`config.mk`:
```
export PLATFORM = sky130hd
export DESIGN_NAME = axi4_lite_arbiter_2x1
export DESIGN_NICKNAME = d
export VERILOG_FILES = /design/src/rtl/axi4_lite_pkg.sv /design/src/rtl/axi4_lite_rr_arb_ch.sv /design/src/rtl/axi4_lite_arbiter_2x1.sv
export SDC_FILE = /design/constraint.sdc
export NUM_CORES = 1
export LEC_CHECK = 0
export BUFFER_PORTS_ARGS = -buffer_cell sky130_fd_sc_hd__buf_2
export CORE_ASPECT_RATIO = 0.9
export CORE_UTILIZATION = 51
export DETAILED_ROUTE_END_ITERATION = 10
export PLACE_DENSITY = 0.7
export SKIP_LAST_GASP = 1
export SYNTH_ARGS = -nofsm -noshare
export SYNTH_HDL_FRONTEND = slang
export SYNTH_SLANG_ARGS = --single-unit
```
`constraint.sdc`:
```
create_clock -name aclk -period 1.6 [get_ports aclk]
set_input_delay 0.24 -clock aclk [delete_from_list [all_inputs] [get_ports aclk]]
set_output_delay 0.24 -clock aclk [all_outputs]
set_load 0.005 [all_outputs]
```
`src/rtl/axi4_lite_pkg.sv`:
```
// Shared definitions for the two-master AXI4-Lite arbiter: FSM encoding,
// one-hot grant constants and the default watchdog limit.
package axi4_lite_pkg;

  typedef enum logic [1:0] {
    StIdle    = 2'b00,
    StGrantM1 = 2'b01,
    StGrantM2 = 2'b10
  } arb_state_e;

  localparam logic [1:0] GNT_NONE = 2'b00;
  localparam logic [1:0] GNT_M1   = 2'b01;
  localparam logic [1:0] GNT_M2   = 2'b10;

  localparam int unsigned DEFAULT_TIMEOUT = 256;

endpackage

```
`src/rtl/axi4_lite_rr_arb_ch.sv`:
```
// One arbitration channel: round-robin between two masters, grant held until
// the channel's completion handshake or until the watchdog expires.
module axi4_lite_rr_arb_ch
  import axi4_lite_pkg::*;
#(
  parameter int unsigned TIMEOUT_CYCLES = DEFAULT_TIMEOUT
) (
  input  logic       aclk,
  input  logic       aresetn,
  input  logic       req_m1_i,
  input  logic       req_m2_i,
  input  logic       done_valid_i,
  input  logic       done_ready_i,
  output logic [1:0] grant_o,
  output logic       timeout_o
);

  localparam int unsigned CntW = (TIMEOUT_CYCLES > 0) ? $clog2(TIMEOUT_CYCLES + 1) : 1;
  localparam int unsigned LastVal = (TIMEOUT_CYCLES > 0) ? TIMEOUT_CYCLES - 1 : 0;
  localparam logic [CntW-1:0] CntLast = CntW'(LastVal);
  localparam logic [CntW-1:0] CntMax  = CntW'(TIMEOUT_CYCLES);

  arb_state_e      state_q;
  logic [1:0]      grant_q;
  logic            timeout_q;
  logic [CntW-1:0] cnt_q;
  logic            last_m1_q;  // set when m1 was the most recent owner
  logic            done;
  logic            expired;

  assign done    = done_valid_i & done_ready_i;
  assign expired = (TIMEOUT_CYCLES > 0) && (cnt_q == CntLast);

  always_ff @(posedge aclk or negedge aresetn) begin
    if (!aresetn) begin
      state_q   <= StIdle;
      grant_q   <= GNT_NONE;
      timeout_q <= 1'b0;
      cnt_q     <= '0;
      last_m1_q <= 1'b0;
    end else begin
      timeout_q <= 1'b0;
      unique case (state_q)
        StIdle: begin
          cnt_q <= '0;
          // On contention m1 wins unless it owned the channel last.
          if (req_m1_i && (!req_m2_i || !last_m1_q)) begin
            state_q   <= StGrantM1;
            grant_q   <= GNT_M1;
            last_m1_q <= 1'b1;
          end else if (req_m2_i) begin
            state_q   <= StGrantM2;
            grant_q   <= GNT_M2;
            last_m1_q <= 1'b0;
          end
        end
        StGrantM1, StGrantM2: begin
          if (done) begin
            state_q <= StIdle;
            grant_q <= GNT_NONE;
            cnt_q   <= '0;
          end else if (expired) begin
            state_q   <= StIdle;
            grant_q   <= GNT_NONE;
            cnt_q     <= '0;
            timeout_q <= 1'b1;
          end else if (cnt_q != CntMax) begin
            cnt_q <= cnt_q + CntW'(1);
          end
        end
        default: begin
          state_q <= StIdle;
          grant_q <= GNT_NONE;
          cnt_q   <= '0;
        end
      endcase
    end
  end

  assign grant_o   = grant_q;
  assign timeout_o = timeout_q;

endmodule

```
`src/rtl/axi4_lite_arbiter_2x1.sv`:
```
// Two-master AXI4-Lite arbiter: independent write (B-completed) and read
// (R-completed) channels, each with its own round-robin FSM and watchdog.
module axi4_lite_arbiter_2x1
  import axi4_lite_pkg::*;
#(
  parameter int unsigned TIMEOUT_CYCLES = DEFAULT_TIMEOUT
) (
  input  logic       aclk,
  input  logic       aresetn,
  input  logic       awvalid_out_m1,
  input  logic       awvalid_out_m2,
  input  logic       bvalid_out_s,
  input  logic       bready_in_s,
  input  logic       arvalid_out_m1,
  input  logic       arvalid_out_m2,
  input  logic       rvalid_out_s,
  input  logic       rready_in_s,
  output logic [1:0] wr_grant,
  output logic [1:0] rd_grant,
  output logic       wr_timeout,
  output logic       rd_timeout
);

  axi4_lite_rr_arb_ch #(
    .TIMEOUT_CYCLES(TIMEOUT_CYCLES)
  ) u_wr_arb (
    .aclk        (aclk),
    .aresetn     (aresetn),
    .req_m1_i    (awvalid_out_m1),
    .req_m2_i    (awvalid_out_m2),
    .done_valid_i(bvalid_out_s),
    .done_ready_i(bready_in_s),
    .grant_o     (wr_grant),
    .timeout_o   (wr_timeout)
  );

  axi4_lite_rr_arb_ch #(
    .TIMEOUT_CYCLES(TIMEOUT_CYCLES)
  ) u_rd_arb (
    .aclk        (aclk),
    .aresetn     (aresetn),
    .req_m1_i    (arvalid_out_m1),
    .req_m2_i    (arvalid_out_m2),
    .done_valid_i(rvalid_out_s),
    .done_ready_i(rready_in_s),
    .grant_o     (rd_grant),
    .timeout_o   (rd_timeout)
  );

endmodule

```
* Word-level counts from Yosys, hierarchy flattened
Cells that the tools add are included.
W data, S select, Z words.
** Word-level totals
- RAM bits :: 0
- Input port bits :: 10
- Bits in latches :: 0
- Output and inout port bits :: 6
- Memories kept :: 0
- Bits in read-only memories :: 0
- Register bits :: 26
- Word-level logic and storage cells :: 72
** Operators by class
- Equality and inequality tests :: 14
- Reductions and logical operators :: 18
- Magnitude comparators :: 0
- $mul :: 0
- Divide/modulo/power cells :: 0
- Bitwise operators :: 2
- Shift operators :: 0
- Mux-type cells :: 28
- Add/subtract/negate cells :: 2
** Operator list (count)
- $mux W9 :: 8
- $add A9 B1 Y9 const B :: 2
- $eq A9 B8 Y1 const B :: 2
- $ne A9 B9 Y1 const B :: 2
- $mux W2 :: 8
- $mux W1 :: 10
- $ne A4 B1 Y1 const B :: 2
- $pmux W2 S2 :: 2
- $reduce_and A2 Y1 :: 4
- $ne A3 B1 Y1 const B :: 2
- $ne A3 B2 Y1 const B :: 2
- $eq A2 B1 Y1 const B :: 2
- $eq A2 B2 Y1 const B :: 2
- $logic_not A1 Y1 :: 4
- $logic_not A2 Y1 :: 2
- $reduce_bool A2 Y1 :: 2
- $reduce_or A2 Y1 :: 2
- $and A1 B1 Y1 :: 2
- $logic_and A1 B1 Y1 :: 2
- $logic_or A1 B1 Y1 :: 2

* Depth between registers and ports, before layout
Gate-level depths: netlist of run 1.
- Depth in word-level cells :: 5
- Gate-level depth with buffers :: 5
- Depth with buffers taken out :: 5

* Cells and area by module
A second synthesis of run 1 with hierarchy kept.
** Unflattened totals
- Cells, all modules :: 154
- Area, all modules :: 1473.9 um2
** Modules (own cells, without submodules)
- axi4_lite_rr_arb_ch :: sequential area each 325.3 um2, cells an instance 77, area each 737.0 um2, instances 2

* Least setup slack after synthesis of run 1
OpenSTA, ideal clock, no wires.
- Path kind :: flip-flop to flip-flop
- Start :: register u_rd_arb.state_q[0]
- End :: register u_rd_arb.cnt_q[0]
- Period minus slack after synthesis :: 1579 ps
- Library setup time :: 87 ps
- Setup slack :: 21 ps
- Path buffers :: 0
- Arrival time :: 1492 ps
- Cell stages (with the launch flop) :: 6
- Required time :: 1513 ps
- Cell sequence :: dfrtp_1 -> inv_1 -> ha_1 -> a21boi_0 -> o21ai_1 -> nor3_1
** Between the ends
- Word-level cells in the longest chain between the ends :: 3
- Elaborated cells between the ends (all ways) :: 5
- Those cells by class :: 3 x eq/ne; 1 x mux; 1 x reduce/logical
** RTL lines
- start, declared :: RTL line axi4_lite_rr_arb_ch.sv:23 : arb_state_e state_q;
- start signal, assigned :: RTL line axi4_lite_rr_arb_ch.sv:36 : state_q <= StIdle;
- start signal, assigned :: RTL line axi4_lite_rr_arb_ch.sv:48 : state_q <= StGrantM1;
- start signal, assigned :: RTL line axi4_lite_rr_arb_ch.sv:52 : state_q <= StGrantM2;
- $eq A2 B1 Y1 / $eq A2 B2 Y1 (equally long branches) :: RTL line axi4_lite_rr_arb_ch.sv:43 : unique case (state_q)
- $reduce_or A2 Y1 * :: RTL line axi4_lite_rr_arb_ch.sv:43
- $ne A4 B1 Y1 (no line) / $mux W9 (equally long branches)
- end signal, assigned :: RTL line axi4_lite_rr_arb_ch.sv:68 : cnt_q <= cnt_q + CntW'(1);
- end, declared :: RTL line axi4_lite_rr_arb_ch.sv:26 : logic [CntW-1:0] cnt_q;
Every way passes the cells marked *; elsewhere a longest branch is shown, timed or not.
A chain may end at the register's enable or synchronous reset.

* Worst setup path in the final report of run 1
- Start :: register u_rd_arb.cnt_q[1]
- End :: register u_rd_arb.state_q[1]
** Between the ends
- Word-level cells in the longest chain between the ends :: 3
** RTL lines
- $eq A9 B8 Y1 :: RTL line axi4_lite_rr_arb_ch.sv:32 : assign expired = (TIMEOUT_CYCLES > 0) && (cnt_q == CntLast);
- $ne A3 B1 Y1 (no line)
- $reduce_and A2 Y1 (no line)
Every way passes these cells.

==> impl_metrics.csv, run 1 <==
group,metric,value,unit
run_status,status,"finished, violations left",
run_status,violations,"DRC, setup timing",
logic_synthesis,synth_area_per_cell,9.46,sq um
clocking,cts_made_buffers,3,
power_and_ir_drop,p_per_area,1310,nW/um^2
setup_path,critPathCaptureType,"flop",
global_route,grt_usage,22.9,%
sta,rsz0062_at_grt,"true",
clocking,h-tree-depth,1,
place,port_buffers,15,
detailed_routing,viasPerCell,5.97,
logic_synthesis,synth_adder_area_share,5.40,%
setup_path,critPathMaxStageDelay,0.46,ns
logic_synthesis,synth_area,1390,sq um
global_route,grt_max_degree,27,
setup_path,reg2reg_slack,-0.04,ns
global_route,grt_pass1_wl,5150,um
detailed_routing,firstDrtPassIters,8,
floorplan,die_w,57.0,um
sta,hold_violations,0,
sta,post-route-min-period,1.64,ns
floorplan,start_util,55.4,%
flow_run,maxCapViolCount,0,
setup_path,cp.buffers_inverters,1,
detailed_routing,drc,4,
global_route,overflow,0,
sta,slew_headroom,62.7,%
finish,drive_above_1_share,30.3,%
place,dpl.hpwl,2290,um
sta,timing.final.max_slew_violations,0,
setup_path,start_kind,"flop",
place,post-place-ws,-0.0238,ns
min_path,hp-start,"arvalid_out_m2",
min_path,min_path_cells,2,
clocking,cts-root-buf,"clkbuf_4",
detailed_routing,ant_nets,0,
sta,tightest_slew,0.559,ns
min_path,min_to,"u_rd_arb.last_m1_q",
global_route,antenna_found_initial,0,
logic_synthesis,synthFlopType,"dfrtp_1",
clocking,cts_buffer_depth,2,
sta,setup_viol_count_final,4,
detailed_routing,wl_per_cell,15.1,um
sta,finalWorstSetupSlack,-0.0402,ns
setup_path,path_cells,"ha_1 > nand4_1 > buf_4 > o21a_1 > o221ai_1",
clocking,cts_tree,"done",
detailed_routing,routed_wl,3380,um
logic_synthesis,synth-simple-area-share,22.1,%
finish,nNetsFinal,212,
setup_path,reg2reg_from,"u_rd_arb.cnt_q[1]",
setup_path,worst_ep_arrival_time,1.91,ns
floorplan,die_h,51.5,um
setup_path,critical_path_class,"flop to flop",
floorplan,core,2510,sq um
logic_synthesis,netlist_instances,147,
sta,max_freq,610,MHz
logic_synthesis,ys_warn_count,0,
clocking,cts.sinks,26,
sta,fin_crit_sh,103,%
logic_synthesis,synth_edf_count,0,
clocking,clk_latency,0.34,ns
setup_path,r2r_cells,5,
logic_synthesis,synthArstFlopShare,100,%
setup_path,cp_slowest_cell,"dfrtp_1",
sta,finalClockSkew,0.0133,ns
detailed_routing,via_count,1332,
floorplan,io_pins,16,
finish,n_antenna_cell,0,
setup_path,r2r_end,"u_rd_arb.state_q[1]",
setup_path,cp_max_fo,5,
min_path,min_path_type,"input pin to flop",
logic_synthesis,syn-num-nets,163,
power_and_ir_drop,ir_drop,0.000899,V
place,gp_congestion,0.833,
finish,area_growth,31.7,%
finish,fillers,188,
sta,holdWs,0.115,ns
logic_synthesis,synth.mux.area_fraction,0,%
logic_synthesis,synth-compound-area-share,19.1,%
floorplan,die_area,2940,sq um
setup_path,required,1.87,ns
logic_synthesis,ys_seq_area_share,46.8,%
clocking,path_clk_slew,0.16,ns
logic_synthesis,synth_seq_cells,26,
setup_path,cpLargestDelayFamily,"flip-flops",
logic_synthesis,synth_xor_area_share,3.15,%
logic_synthesis,synth_top_family_by_area,"simple AND/OR/NAND/NOR gates",
floorplan,rows,17,
detailed_routing,first_iter_violations,58,
logic_synthesis,synth_cell_types,29,
global_route,first_global_vias,1186,
power_and_ir_drop,p_leak,0.814,nW
==> routing by layer <==
metal,vias up,track usage (%),routed length (um)
met5,-,0,0
met4,0,7.72,58
met3,8,5.22,116
met2,34,41.6,1780
met1,649,26.9,1420
li1,641,-,-
==> cells in the mapped netlist, drive strengths merged (2+ instances only) <==
cell,instances,area (sq um)
o21a,3,22.5
o211ai,6,45.0
xor2,5,43.8
nor4b,2,17.5
nand4b,2,17.5
o21ai,10,50.1
o31ai,2,15.0
a31oi,2,12.5
nor2,5,18.8
nand3,8,40.0
a21boi,2,15.0
nand2,15,56.3
nand4,2,12.5
dfrtp,26,651
or3,6,37.5
or4b,2,20.0
ha,6,75.1
a21oi,12,60.1
inv,13,48.8
nor3,6,30.0
o221ai,4,35.0
or4,3,26.3
==> flip-flops by register name, indices dropped and copies added, names as in the netlist <==
name                cells
u_rd_arb.last_m1_q      1
u_wr_arb.cnt_q          9
u_wr_arb.timeout_o      1
u_wr_arb.state_q        2
u_rd_arb.cnt_q          9
u_rd_arb.state_q        2
u_rd_arb.timeout_o      1
u_wr_arb.last_m1_q      1
==> cell usage in the layout, fill, tap and decap left out, drive strengths merged, types with 3 or more instances in the layout <==
cell type  Yosys  layout
a21oi         12      12
buf            0      43
clkbuf         0       3
dfrtp         26      26
ha             6       6
inv           13      13
nand2         15      15
nand3          8       8
nor2           5       5
nor3           6       6
o211ai         6       6
o21a           3       3
o21ai         10      10
o221ai         4       4
or3            6       6
or4            3       3
xor2           5       5
==> kinds of logic (layout without fill, tap and decap cells) <==
kind of cell | Yosys count | after routing
adder cells (fa/ha/maj) | 6 | 6
flip-flops | 26 | 26
AO/OA/AOI/OAI | 42 | 42
AND/OR/NAND/NOR | 55 | 55
XOR/XNOR | 5 | 5
buffers and inverters | 13 | 61
==> area by class of cell <==
| cell class | count | area [sq um] | area share [%] |
|---|---|---|---|
| Sequential cell | 26 | 651 | 35.5 |
| Clock inverter | 1 | 30.0 | 1.64 |
| Inverter | 13 | 48.8 | 2.67 |
| Timing Repair Buffer | 44 | 295 | 16.1 |
| Multi-Input combinational cell | 108 | 748 | 40.9 |
| Clock buffer | 3 | 22.5 | 1.23 |
| Tap cell | 28 | 35.0 | 1.91 |
==> worst max-delay path by stage <==
| stage | startpoint | end | slack, ns | cells after the start |
|---|---|---|---|---|
| after floorplan | u_rd_arb.state_q[0] | u_rd_arb.cnt_q[0] | 0.02 | 5 |
| after global placement | u_wr_arb.cnt_q[1] | u_wr_arb.cnt_q[2] | 0.05 | 5 |
| after detailed placement | u_wr_arb.cnt_q[1] | u_wr_arb.cnt_q[2] | -0.02 | 5 |
| after CTS | u_wr_arb.cnt_q[0] | u_wr_arb.cnt_q[1] | -0.008 | 5 |
| after global routing | u_rd_arb.cnt_q[1] | u_rd_arb.state_q[0] | -0.17 | 5 |
| final | u_rd_arb.cnt_q[1] | u_rd_arb.state_q[1] | -0.04 | 5 |
==> power breakdown <==
| group | internal (mW) | leakage (nW) | switching, mW |
|---|---|---|---|
| sequential | 0.768 | 0.351 | 0.0905 |
| clock | 0.254 | 0.0279 | 0.220 |
| combinational | 0.522 | 0.436 | 0.549 |
| total | 1.54 | 0.814 | 0.859 |
==> stage by stage <==
stage / power, mW / util (%) / area [sq um] / cells / TNS [ns]
final: 2.40 / 72.9 / 1830 / 223 / -0.0874
after global routing: 2.57 / 72.9 / 1830 / 223 / -1.12
after global placement: 1.74 / 65.8 / 1650 / 210 / 0
after floorplan: 1.39 / - / 1390 / 147 / 0
after detailed placement: 1.80 / 65.8 / 1650 / 210 / -0.0437
after CTS: 2.30 / 68.8 / 1730 / 216 / -0.0181
==> timing repair <==
item	CTS	global route
hold buffers	1	0
hold endpoints to repair	26	0
cloned	0	0
resized for setup	1	14
setup buffers	1	7
setup endpoints to repair	5	11
pin swaps	1	4
Note: power is estimated with default switching activity, not from simulation.
==> inputs of run 2 (changes only) <==
Settings changed: RECOVER_POWER set to 50.
==> impl_metrics.csv, run 2 (synthesized netlist as in run 1, its figures left out) <==
group,metric,value,unit
place,gp_congestion,0.833,
detailed_routing,via_count,1332,
finish,reg_top3,"u_rd_arb.cnt_q: 9 flops, u_wr_arb.cnt_q: 9 flops",
sta,hold_violations,0,
setup_path,critPathCaptureType,"flop",
place,dpl.hpwl,2290,um
detailed_routing,routed_wl,3380,um
clocking,clk_latency,0.34,ns
finish,final_common_cell,"buf_4",
clocking,h-tree-depth,1,
min_path,min_path_type,"input pin to flop",
detailed_routing,drc,4,
power_and_ir_drop,p_per_area,1310,nW/um^2
finish,drive_above_1_share,30.3,%
power_and_ir_drop,ir_drop,0.000899,V
place,post-place-ws,-0.0238,ns
finish,fillers,188,
setup_path,critical_path_class,"flop to flop",
sta,max_freq,610,MHz
place,place_area,1650,sq um
detailed_routing,ant_nets,0,
power_and_ir_drop,p_leak,0.815,nW
global_route,grt_pass1_wl,5150,um
floorplan,die_w,57.0,um
setup_path,worst_ep_arrival_time,1.91,ns
detailed_routing,firstDrtPassIters,8,
detailed_routing,first_iter_violations,58,
setup_path,r2r_cells,5,
finish,post-route-cell-area,1830,sq um
sta,post-route-min-period,1.64,ns
floorplan,die_h,51.5,um
clocking,cts.sinks,26,
place,port_buffers,15,
finish,n_antenna_cell,0,
run_status,status,"finished, violations left",
setup_path,start_kind,"flop",
floorplan,start_util,55.4,%
finish,final_util,72.9,%
sta,slew_headroom,58.5,%
sta,rsz0062_at_grt,"true",
setup_path,required,1.87,ns
global_route,first_global_vias,1186,
global_route,grt_usage,22.9,%
floorplan,die_area,2940,sq um
sta,finalWorstSetupSlack,-0.0402,ns
floorplan,rows,17,
sta,holdWs,0.115,ns
global_route,overflow,0,
sta,timing.final.max_slew_violations,0,
finish,final_cell_mix,"buf_4, dfrtp_1, nand2_1",
sta,finalClockSkew,0.0133,ns
power_and_ir_drop,power,2.40,mW
global_route,antenna_found_initial,0,
flow_run,maxCapViolCount,0,
finish,nNetsFinal,212,
run_status,violations,"DRC, setup timing",
clocking,cts-root-buf,"clkbuf_4",
global_route,grt_max_degree,27,
floorplan,io_pins,16,
floorplan,core,2510,sq um
detailed_routing,viasPerCell,5.97,
clocking,cts_tree,"done",
setup_path,cp_max_fo,5,
min_path,min_path_cells,2,
detailed_routing,wl_per_cell,15.1,um
sta,setup_viol_count_final,4,
sta,fin_crit_sh,103,%
clocking,cts_buffer_depth,2,
clocking,path_clk_slew,0.16,ns
finish,area_growth,31.7,%
clocking,cts_made_buffers,3,
sta,tightest_slew,0.622,ns
## run 2: changes by cell type in the layout (fill, tap and decap cells not counted)
cell	delta
clkbuf_2	+1
buf_2	-1
## run 2: where the power goes
group | internal, mW | switching (mW)
Clock | 0.254 | 0.220
Sequential | 0.768 | 0.0905
Combinational | 0.522 | 0.549
Total | 1.54 | 0.859
## run 2: layout make-up
cell class,count,area (sq um),area share (%)
clock buffer,3,22.5,1.23
clock inverter,1,30.0,1.64
inverter,13,48.8,2.67
multi-input combinational,108,748,40.9
sequential,26,651,35.5
tap,28,35.0,1.91
timing repair buffer,44,295,16.1
## run 2: worst paths after layout
kind / start / end / slack, ns
worst max register to register: u_rd_arb.cnt_q[1] / u_rd_arb.state_q[1] / -0.04
worst max-delay path: u_rd_arb.cnt_q[1] / u_rd_arb.state_q[1] / -0.04
max in group asynchronous: aresetn / u_wr_arb.cnt_q[6] / 0.77
min in group asynchronous: aresetn / u_rd_arb.cnt_q[1] / 0.41
worst min register to register: u_rd_arb.last_m1_q / u_rd_arb.last_m1_q / 0.53
worst min-delay path: arvalid_out_m2 / u_rd_arb.last_m1_q / 0.11
## run 2: routing by layer
| metal | global-route usage, % | up-vias | part of all wire [%] |
|---|---|---|---|
| met5 | 0 | - | 0 |
| met4 | 7.72 | 0 | 1.7 |
| met3 | 5.22 | 8 | 3.4 |
| met2 | 41.6 | 34 | 53 |
| met1 | 26.9 | 649 | 42 |
| li1 | - | 641 | - |
## run 2: metrics by stage
step	std cells	TNS, ns
2_1_floorplan	147	0
3_3_place_gp	210	0
3_5_place_dp	210	-0.0437
4_1_cts	216	-0.0181
5_1_grt	223	-1.12
6_report	223	-0.0874
## run 2: worst max-delay path, stage by stage, from the launching register on
cell and delay (ns):
dfrtp_1 0.46, ha_1 0.25, nand4_1 0.23, buf_4 0.23, o21a_1 0.20, o221ai_1 0.20
## run 2: what timing repair did
action	in CTS	in global routing
endpoints found under the hold margin	26	0
pin swaps	1	4
buffers inserted	1	7
hold buffers	1	0
setup endpoints to repair	5	11
gates resized for setup	1	14
